$ cat config.mk
export PLATFORM = sky130hd
export DESIGN_NAME = console_tx_buffer
export DESIGN_NICKNAME = d
export VERILOG_FILES = /design/src/rtl/console_tx_buffer_pkg.sv /design/src/rtl/console_tx_buffer_sync_fifo.sv /design/src/rtl/console_tx_buffer.sv
export SDC_FILE = /design/constraint.sdc
export NUM_CORES = 1
export LEC_CHECK = 0
export ABC_AREA = 1
export CAP_MARGIN = 30
export CORE_MARGIN = 1.5
export CORE_UTILIZATION = 68
export DETAILED_ROUTE_END_ITERATION = 7
export DONT_BUFFER_PORTS = 1
export MAX_ROUTING_LAYER = met4
export PLACE_DENSITY = 0.84
export SYNTH_ARGS = -nofsm -noshare
export SYNTH_HDL_FRONTEND = slang
export SYNTH_SLANG_ARGS = --single-unit
$ cat constraint.sdc
create_clock -name clk -period 3.6 [get_ports clk]
set_input_delay 0.54 -clock clk [delete_from_list [all_inputs] [get_ports clk]]
set_output_delay 0.54 -clock clk [all_outputs]
set_load 0.02 [all_outputs]
$ cat src/rtl/console_tx_buffer_pkg.sv
// Shared definitions for the console transmit buffer: TX FSM states and ASCII/timing constants.
package console_tx_buffer_pkg;

  typedef enum logic [2:0] {
    StIdle,
    StStart,
    StWaitBusy,
    StWaitDone,
    StCrWait
  } tx_state_e;

  localparam logic [7:0] AsciiCr = 8'h0D;
  localparam logic [7:0] AsciiLf = 8'h0A;

  // Cycles to wait in StWaitBusy for the UART to drop ready before moving on anyway.
  localparam int unsigned WaitBusyTimeout = 4;

endpackage

$ cat src/rtl/console_tx_buffer_sync_fifo.sv
// Synchronous FIFO with a separate occupancy counter so full and empty are unambiguous.
module console_tx_buffer_sync_fifo #(
  parameter int unsigned WIDTH = 8,
  parameter int unsigned DEPTH = 16,
  localparam int unsigned PtrW = $clog2(DEPTH),
  localparam int unsigned LvlW = PtrW + 1
) (
  input  logic            clk,
  input  logic            rstn,
  input  logic            push_i,
  input  logic [WIDTH-1:0] data_i,
  input  logic            pop_i,
  output logic [WIDTH-1:0] data_o,
  output logic            full_o,
  output logic            empty_o,
  output logic [LvlW-1:0] level_o,
  output logic [LvlW-1:0] level_next_o
);

  logic [WIDTH-1:0] mem_q [DEPTH];
  logic [PtrW-1:0]  wr_ptr_q, wr_ptr_d;
  logic [PtrW-1:0]  rd_ptr_q, rd_ptr_d;
  logic [LvlW-1:0]  level_q, level_d;
  logic             do_push, do_pop;

  assign full_o  = (level_q == LvlW'(DEPTH));
  assign empty_o = (level_q == '0);
  assign do_push = push_i && !full_o;
  assign do_pop  = pop_i && !empty_o;
  assign data_o  = mem_q[rd_ptr_q];
  assign level_o = level_q;
  assign level_next_o = level_d;

  always_comb begin
    wr_ptr_d = wr_ptr_q;
    rd_ptr_d = rd_ptr_q;
    level_d  = level_q;
    if (do_push) wr_ptr_d = wr_ptr_q + PtrW'(1);
    if (do_pop)  rd_ptr_d = rd_ptr_q + PtrW'(1);
    if (do_push && !do_pop) begin
      level_d = level_q + LvlW'(1);
    end else if (!do_push && do_pop) begin
      level_d = level_q - LvlW'(1);
    end
  end

  always_ff @(posedge clk or negedge rstn) begin
    if (!rstn) begin
      wr_ptr_q <= '0;
      rd_ptr_q <= '0;
      level_q  <= '0;
    end else begin
      wr_ptr_q <= wr_ptr_d;
      rd_ptr_q <= rd_ptr_d;
      level_q  <= level_d;
    end
  end

  // Storage needs no reset; the level counter defines which entries are valid.
  always_ff @(posedge clk) begin
    if (do_push) mem_q[wr_ptr_q] <= data_i;
  end

endmodule

$ cat src/rtl/console_tx_buffer.sv
// Buffered bridge from the core's stdout strobe to uart_tx, with stall, overflow and LF->CRLF.
module console_tx_buffer
  import console_tx_buffer_pkg::*;
#(
  parameter int unsigned DATA_WIDTH = 32,
  parameter int unsigned FIFO_DEPTH = 16,
  parameter bit          EDGE_MODE  = 1'b1,
  parameter bit          LF_TO_CRLF = 1'b0,
  localparam int unsigned LvlW = $clog2(FIFO_DEPTH) + 1
) (
  input  logic                  clk,
  input  logic                  rstn,
  input  logic [DATA_WIDTH-1:0] wr_data,
  input  logic                  wr_en,
  output logic                  cpu_stall,
  output logic [7:0]            tx_data,
  output logic                  tx_start,
  input  logic                  tx_ready,
  output logic [LvlW-1:0]       fifo_level,
  output logic                  overflow,
  input  logic                  clr_overflow
);

  tx_state_e state_q, state_d;
  logic [7:0] tx_data_q, tx_data_d;
  logic       cr_pending_q, cr_pending_d;
  logic [2:0] busy_cnt_q, busy_cnt_d;
  logic       wr_en_q;
  logic       overflow_q, overflow_d;
  logic       cpu_stall_q, cpu_stall_d;

  logic            push_accept, fifo_push, fifo_pop, fifo_full, fifo_empty, drop;
  logic [7:0]      fifo_head;
  logic [LvlW-1:0] level_next;
  logic            unused_wr_data;

  assign unused_wr_data = ^wr_data[DATA_WIDTH-1:8];

  assign push_accept = EDGE_MODE ? (wr_en && !wr_en_q) : wr_en;
  // Full check uses the pre-edge level, so a same-cycle pop never rescues a push.
  assign drop      = push_accept && fifo_full;
  assign fifo_push = push_accept && !fifo_full;

  console_tx_buffer_sync_fifo #(
    .WIDTH (8),
    .DEPTH (FIFO_DEPTH)
  ) u_fifo (
    .clk          (clk),
    .rstn         (rstn),
    .push_i       (fifo_push),
    .data_i       (wr_data[7:0]),
    .pop_i        (fifo_pop),
    .data_o       (fifo_head),
    .full_o       (fifo_full),
    .empty_o      (fifo_empty),
    .level_o      (fifo_level),
    .level_next_o (level_next)
  );

  always_comb begin
    overflow_d = overflow_q;
    if (clr_overflow) overflow_d = 1'b0;
    if (drop)         overflow_d = 1'b1;
  end

  // Stall one entry early so a write already in flight still has a slot.
  assign cpu_stall_d = (level_next >= LvlW'(FIFO_DEPTH - 1));

  always_comb begin
    state_d      = state_q;
    tx_data_d    = tx_data_q;
    cr_pending_d = cr_pending_q;
    busy_cnt_d   = busy_cnt_q;
    fifo_pop     = 1'b0;
    tx_start     = 1'b0;
    unique case (state_q)
      StIdle: begin
        if (!fifo_empty && tx_ready) begin
          state_d = StStart;
          if (LF_TO_CRLF && (fifo_head == AsciiLf)) begin
            tx_data_d    = AsciiCr;
            cr_pending_d = 1'b1;
          end else begin
            tx_data_d = fifo_head;
            fifo_pop  = 1'b1;
          end
        end
      end
      StStart: begin
        tx_start   = 1'b1;
        busy_cnt_d = '0;
        state_d    = StWaitBusy;
      end
      StWaitBusy: begin
        if (!tx_ready || (busy_cnt_q == 3'(WaitBusyTimeout - 1))) begin
          state_d = StWaitDone;
        end else begin
          busy_cnt_d = busy_cnt_q + 3'd1;
        end
      end
      StWaitDone: begin
        if (tx_ready) state_d = cr_pending_q ? StCrWait : StIdle;
      end
      StCrWait: begin
        tx_data_d    = AsciiLf;
        fifo_pop     = 1'b1;
        cr_pending_d = 1'b0;
        state_d      = StStart;
      end
      default: state_d = StIdle;
    endcase
  end

  always_ff @(posedge clk or negedge rstn) begin
    if (!rstn) begin
      state_q      <= StIdle;
      tx_data_q    <= '0;
      cr_pending_q <= 1'b0;
      busy_cnt_q   <= '0;
      wr_en_q      <= 1'b0;
      overflow_q   <= 1'b0;
      cpu_stall_q  <= 1'b0;
    end else begin
      state_q      <= state_d;
      tx_data_q    <= tx_data_d;
      cr_pending_q <= cr_pending_d;
      busy_cnt_q   <= busy_cnt_d;
      wr_en_q      <= wr_en;
      overflow_q   <= overflow_d;
      cpu_stall_q  <= cpu_stall_d;
    end
  end

  assign tx_data   = tx_data_q;
  assign overflow  = overflow_q;
  assign cpu_stall = cpu_stall_q;

endmodule

# After elaboration in Yosys (flattened, before gate mapping)
# Memories as Yosys holds them, arrays and structs flattened.
# Index checks and enable logic that the tools add are counted.
[op_classes] reduce_logical=23 n_lt_le_gt_ge=1 muxes=17 add_sub_neg=5 eq_ne=10
[op_table] operator="8-bit one-hot mux with 2 select lines" count=1
[op_table] operator="3-bit one-hot mux with 5 select lines" count=1
[op_table] operator="3-bit two-way mux" count=4
[op_table] operator="5-bit two-way mux" count=2
[op_table] operator="3-bit by 2-bit equality test with 1-bit output, second input constant" count=3
[op_table] operator="4-bit by 1-bit adder with 4-bit output, second input constant" count=2
[op_table] operator="1-bit logical AND" count=8
[op_table] operator="8-bit two-way mux" count=1
[op_table] operator="2-bit inequality test, second input constant" count=4
[op_table] operator="1-bit zero test" count=6
[op_table] operator="1-bit two-way mux" count=6
[op_table] operator="3-bit one-hot mux with 2 select lines" count=1
[op_table] operator="2-bit nonzero test" count=3
[op_table] operator="5-bit by 1-bit adder with 5-bit output, second input constant" count=1
[op_table] operator="5-bit equality test, second input constant" count=1
[op_table] operator="5-bit by 4-bit greater-or-equal comparator with 1-bit output, second input constant" count=1
[op_table] operator="5-bit zero test" count=1
[op_table] operator="5-bit by 1-bit subtractor with 5-bit output, second input constant" count=1
[op_table] operator="2-bit AND reduction" count=2
[op_table] operator="3-bit by 1-bit adder with 3-bit output, second input constant" count=1
[op_table] operator="3-bit by 1-bit equality test with 1-bit output, second input constant" count=1
[op_table] operator="3-bit equality test, second input constant" count=1
[op_table] operator="3-bit zero test" count=1
[op_table] operator="3-bit AND reduction" count=1
[op_table] operator="other kinds (2)" count=2
[totals] output_inout_bits=16 in_bits=37 ramBits=128 elab_cells=66 regBits=30 memories=1
[mem_list] name="u_fifo.mem_q" words=16 width=8 rd=1 rd_ports_with_merged_regs=0 wr=1 line="console_tx_buffer_sync_fifo.sv:20" text="logic [WIDTH-1:0] mem_q [DEPTH];"

# Depth between registers and ports, before layout
[logic_depth] depth_word=10 depth_mapped=13 depth_no_buf=13

# By module
# From an unflattened synthesis, not the netlist that was laid out.
[unflattened] hier_cells=592 area_unflattened_um2=6742.7
[modules_own_cells] module="console_tx_buffer_sync_fifo" seq_area_each_um2=4169.0 cells_each=507 area_per_inst_um2=5974.5 n_inst=1
[modules_own_cells] module="console_tx_buffer" seq_area_each_um2=400.4 cells_each=85 area_per_inst_um2=768.2 n_inst=1

# Least setup slack after synthesis
# No wires, ideal clock.
[synth_timing] path_kind="reg2reg" start="register u_fifo.level_q[0] (netlist: u_fifo.level_o[0])" end="memory u_fifo.mem_q[11][0], enable pin" t_arrival_ps=1707 setup_time_ps=370 path_stages_with_launch=9 setup_slack_ps=1523 period_less_slack_ps=2077 path_buffers=1 required_time_ps=3230 cell_sequence="dfrtp_1 inv_1 ha_1 nand3_2 nand2_4 inv_4 buf_6 nand2_1 nor2_1"
[synth_between] elab_chain_len=6
[synth_lines] item="start, declared" line="console_tx_buffer_sync_fifo.sv:23" text="logic [LvlW-1:0] level_q, level_d;"
[synth_lines] item="start signal, assigned" line="console_tx_buffer_sync_fifo.sv:55" text="level_q <= level_d;"
[synth_lines] item="5-bit equality test *" line="console_tx_buffer_sync_fifo.sv:26" text="assign full_o = (level_q == LvlW'(DEPTH));"
[synth_lines] item="1-bit zero test *" line="console_tx_buffer_sync_fifo.sv:28, console_tx_buffer.sv:42"
[synth_lines] item="1-bit logical AND" line="console_tx_buffer.sv:42" text="assign fifo_push = push_accept && !fifo_full;"
[synth_lines] item="1-bit logical AND *" line="console_tx_buffer_sync_fifo.sv:28" text="assign do_push = push_i && !full_o;"
[synth_lines] item="1-bit two-way mux *" line="console_tx_buffer_sync_fifo.sv:61" text="if (do_push) mem_q[wr_ptr_q] <= data_i;"
[synth_lines] item="1-bit two-way mux (implied by the code) *" line="console_tx_buffer_sync_fifo.sv:61"
[synth_lines] item="end, declared" line="console_tx_buffer_sync_fifo.sv:20"
# Mark *: on every way between the ends. The rest lies on a longest branch, timed or not.

# Worst setup path after layout
[layout_timing] start="register u_fifo.level_q[0] (netlist: u_fifo.level_o[0])" end="memory u_fifo.mem_q[6][3], enable pin"
# The elaborated chain is that of the path after synthesis.

==> metrics.txt <==
Routed Antenna Nets=0; share of layout cells above drive strength 1=8.484%; RSZ-0062 raised after global routing=false; Clock Latency Late Sink=0.52 ns; Mapped Area=0.006581 mm^2; leak pwr=2.605 nW; Worst Path Required=3.74 ns; PwrDens=825.3 mW/mm^2; max-slew violations=0; Hold Slack=0.04330 ns; initial core utilization=70.56%; reg-to-reg slack, setup=1.08 ns; Initial DRC Count=534; TNS Setup=0 ns; drt wl/cell=20.17 um; Unique masters post-synth=32; Worst Hold Depth=0; I/O Pins=53; Std-Cell Rows=35; Crit Path Max Fanout=13; iteration count of the initial detailed-routing pass=5; antenna violations before repair=0; buffer depth of the longest clock path=2; Die X=101.4 um; Hold Path End=wr_en_q; FF-to-FF path depth=7; synth warn=0; Slew headroom=32.59%; total via count in the routed design=4196; H-tree Lvls=4; DRC=0; Critical Path AT=2.66 ns; R2R Path Start=u_fifo.level_o[0]; Overflow after GRT=0; chip height=101.4 um; final hold violations=0; Hold Startpoint=wr_en; sequential-to-total area share from yosys stat=69.43%; vias in the first global route=3941; Clock Sinks=157; final setup violating endpoints=0; crit end category=register; main flop type after synthesis=edfxtp_1; worst hold path class=in -> reg; EDFF count, synth=128; Peak VDD IR=0.4649 mV; largest net degree at the start of global routing=67; Final HPWL DP=8069 um; CTS tree=done; Worst-Margin Slew=1.010 ns; PostCTS Resize Cnt=0; ANT cells=0; Synth Net Count=594; worst reg2reg path endpoint=u_fifo.mem_q[6][3]; max frequency=397.6 MHz; Routed WL=13780 um; max_cap viols=0; post-route minimum period=2.515 ns; count of state elements after synthesis=157; I/O Buffers=0; GRT Util Overall=30.05%; Startpoint Class=register; routed vias/inst=6.143; status=finished clean; post-route clock skew=0.009316 ns; cts bufs inserted=17; Die ar.=0.01028 mm^2; final net count=591; clock slew at reported path FFs=0.06 ns; clk root buf=clkbuf_8; Mean Syn Cell Area=12.10 um^2; ys async rst share=18.47%; Core ar.=0.009328 mm^2; area added between synthesis and finish=9.639%; Cells after Synth=544; CP Class=reg -> reg; setup repair bufs after CTS=0; first-pass GRT wire length=21220 um; RD Place Congestion=0.8380; final cycle utilization of the critical path=69.87%
synth_stat cells, types with 2 or more instances:
library cell	instances	share of area, %
clkbuf_1	14	0.80
nand4_1	2	0.19
xor2_1	7	0.93
nand2_1	66	3.8
a21oi_1	3	0.23
edfxtp_1	128	58
dfrtp_1	29	11
buf_2	4	0.30
o21ai_0	56	4.3
buf_6	6	1.0
nand3_2	5	0.76
buf_4	3	0.34
o221ai_1	8	1.1
nor2_1	96	5.5
o22ai_1	12	1.1
nand3b_1	2	0.23
o211ai_1	24	2.7
inv_1	25	1.4
nor3_1	3	0.23
ha_1	13	2.5
nand3_1	14	1.1
o21ai_1	14	1.1
report_power, final:
part	switching [mW]	internal, mW
Sequential	0.257	2.19
Combinational	1.23	0.536
Clock	0.732	1.01
kinds of logic after synthesis:
kind of cell	after synthesis	share of synthesized area, %
AOI/OAI and AO/OA	119	10.76
adders and majority gates	13	2.472
DFF	157	69.43
and+or+nand+nor	192	12.24
buffers and inverters	56	4.163
xor gates and xnor gates	7	0.9316
state kept, by name, summed over array words and instances (netlist names):
| name | flops |
|---|---|
| u_fifo.level_o | 5 |
| u_fifo.rd_ptr_q | 4 |
| state_q | 2 |
| cpu_stall | 1 |
| busy_cnt_q | 3 |
| wr_en_q | 1 |
| tx_data | 8 |
| u_fifo.wr_ptr_q | 4 |
| overflow | 1 |
| u_fifo.mem_q | 128 |
worst max-delay path, cell delays in order (launching register included):
cell     delay, ns
dfrtp_1       0.56
inv_1         0.12
ha_1          0.28
nand3_2       0.13
nand2_4       0.09
inv_4         0.15
nand2_1       0.14
nor2_1        0.66
metal layers:
metal  part of all wire, %  vias up  GRT usage, %
li1                      -     1934             -
met1                    39     1986         41.05
met2                    48      245         45.07
met3                    11       31         6.832
met4                   2.1        0         11.11
met5                     0        -             -
placed cells by master, fill, tap and decap left out, drive strengths merged:
cell | Yosys | final
xor2 | 7 | 7
o21ai | 70 | 70
nor2 | 98 | 98
a21oi | 3 | 3
nand3b | 2 | 2
o22ai | 12 | 12
clkbuf | 14 | 19
inv | 27 | 34
clkinv | 1 | 5
nand2 | 68 | 68
edfxtp | 128 | 128
ha | 13 | 13
dfrtp | 29 | 29
nor3 | 3 | 3
bufinv | 0 | 2
o221ai | 8 | 8
nand3 | 19 | 19
dlygate4sd3 | 0 | 1
buf | 14 | 5
o211ai | 24 | 24
nand4 | 2 | 2
o32ai | 1 | 1
a22o | 1 | 1
area by class of cell:
cell class	instances	area, um^2
clock buffers	19	421.7
well taps	129	161.4
fillers	539	2112
repair buffers	6	60.06
multi-input cells	331	1738
inverters	28	107.6
flip-flops and latches	157	4571
clock inverters	13	156.4
worst max-delay path by stage:
stage	from	end	slack, ns	cells past startpoint
after global routing	u_fifo.level_o[0]	u_fifo.mem_q[6][7]	0.92	7
after CTS	u_fifo.level_o[0]	u_fifo.mem_q[15][6]	1.09	7
after detailed placement	u_fifo.level_o[0]	u_fifo.mem_q[15][4]	1.10	7
after floorplan	u_fifo.level_o[0]	u_fifo.mem_q[11][0]	1.52	8
after global placement	u_fifo.level_o[0]	u_fifo.mem_q[7][1]	1.17	7
final	u_fifo.level_o[0]	u_fifo.mem_q[6][3]	1.08	7
stage by stage:
stage / power, mW / cell area, um^2 / std cells / util [%] / worst slack (ns)
floorplan: 3.764 / 6581 / 544 / - / 1.523
global placement: 4.082 / 6608 / 649 / 70.84 / 1.165
detailed placement: 4.186 / 6608 / 649 / 70.84 / 1.097
CTS: 5.941 / 7216 / 683 / 77.36 / 1.085
global route: 6.249 / 7216 / 683 / 77.36 / 0.9208
finish: 5.955 / 7216 / 683 / 77.36 / 1.085
timing repair:
item | 4_1_cts | 5_1_grt
hold endpoints to repair | 29 | 0
endpoints found under the setup margin | 0 | 0
hold buffers | 2 | 0
(Power assumes the default switching activity.)
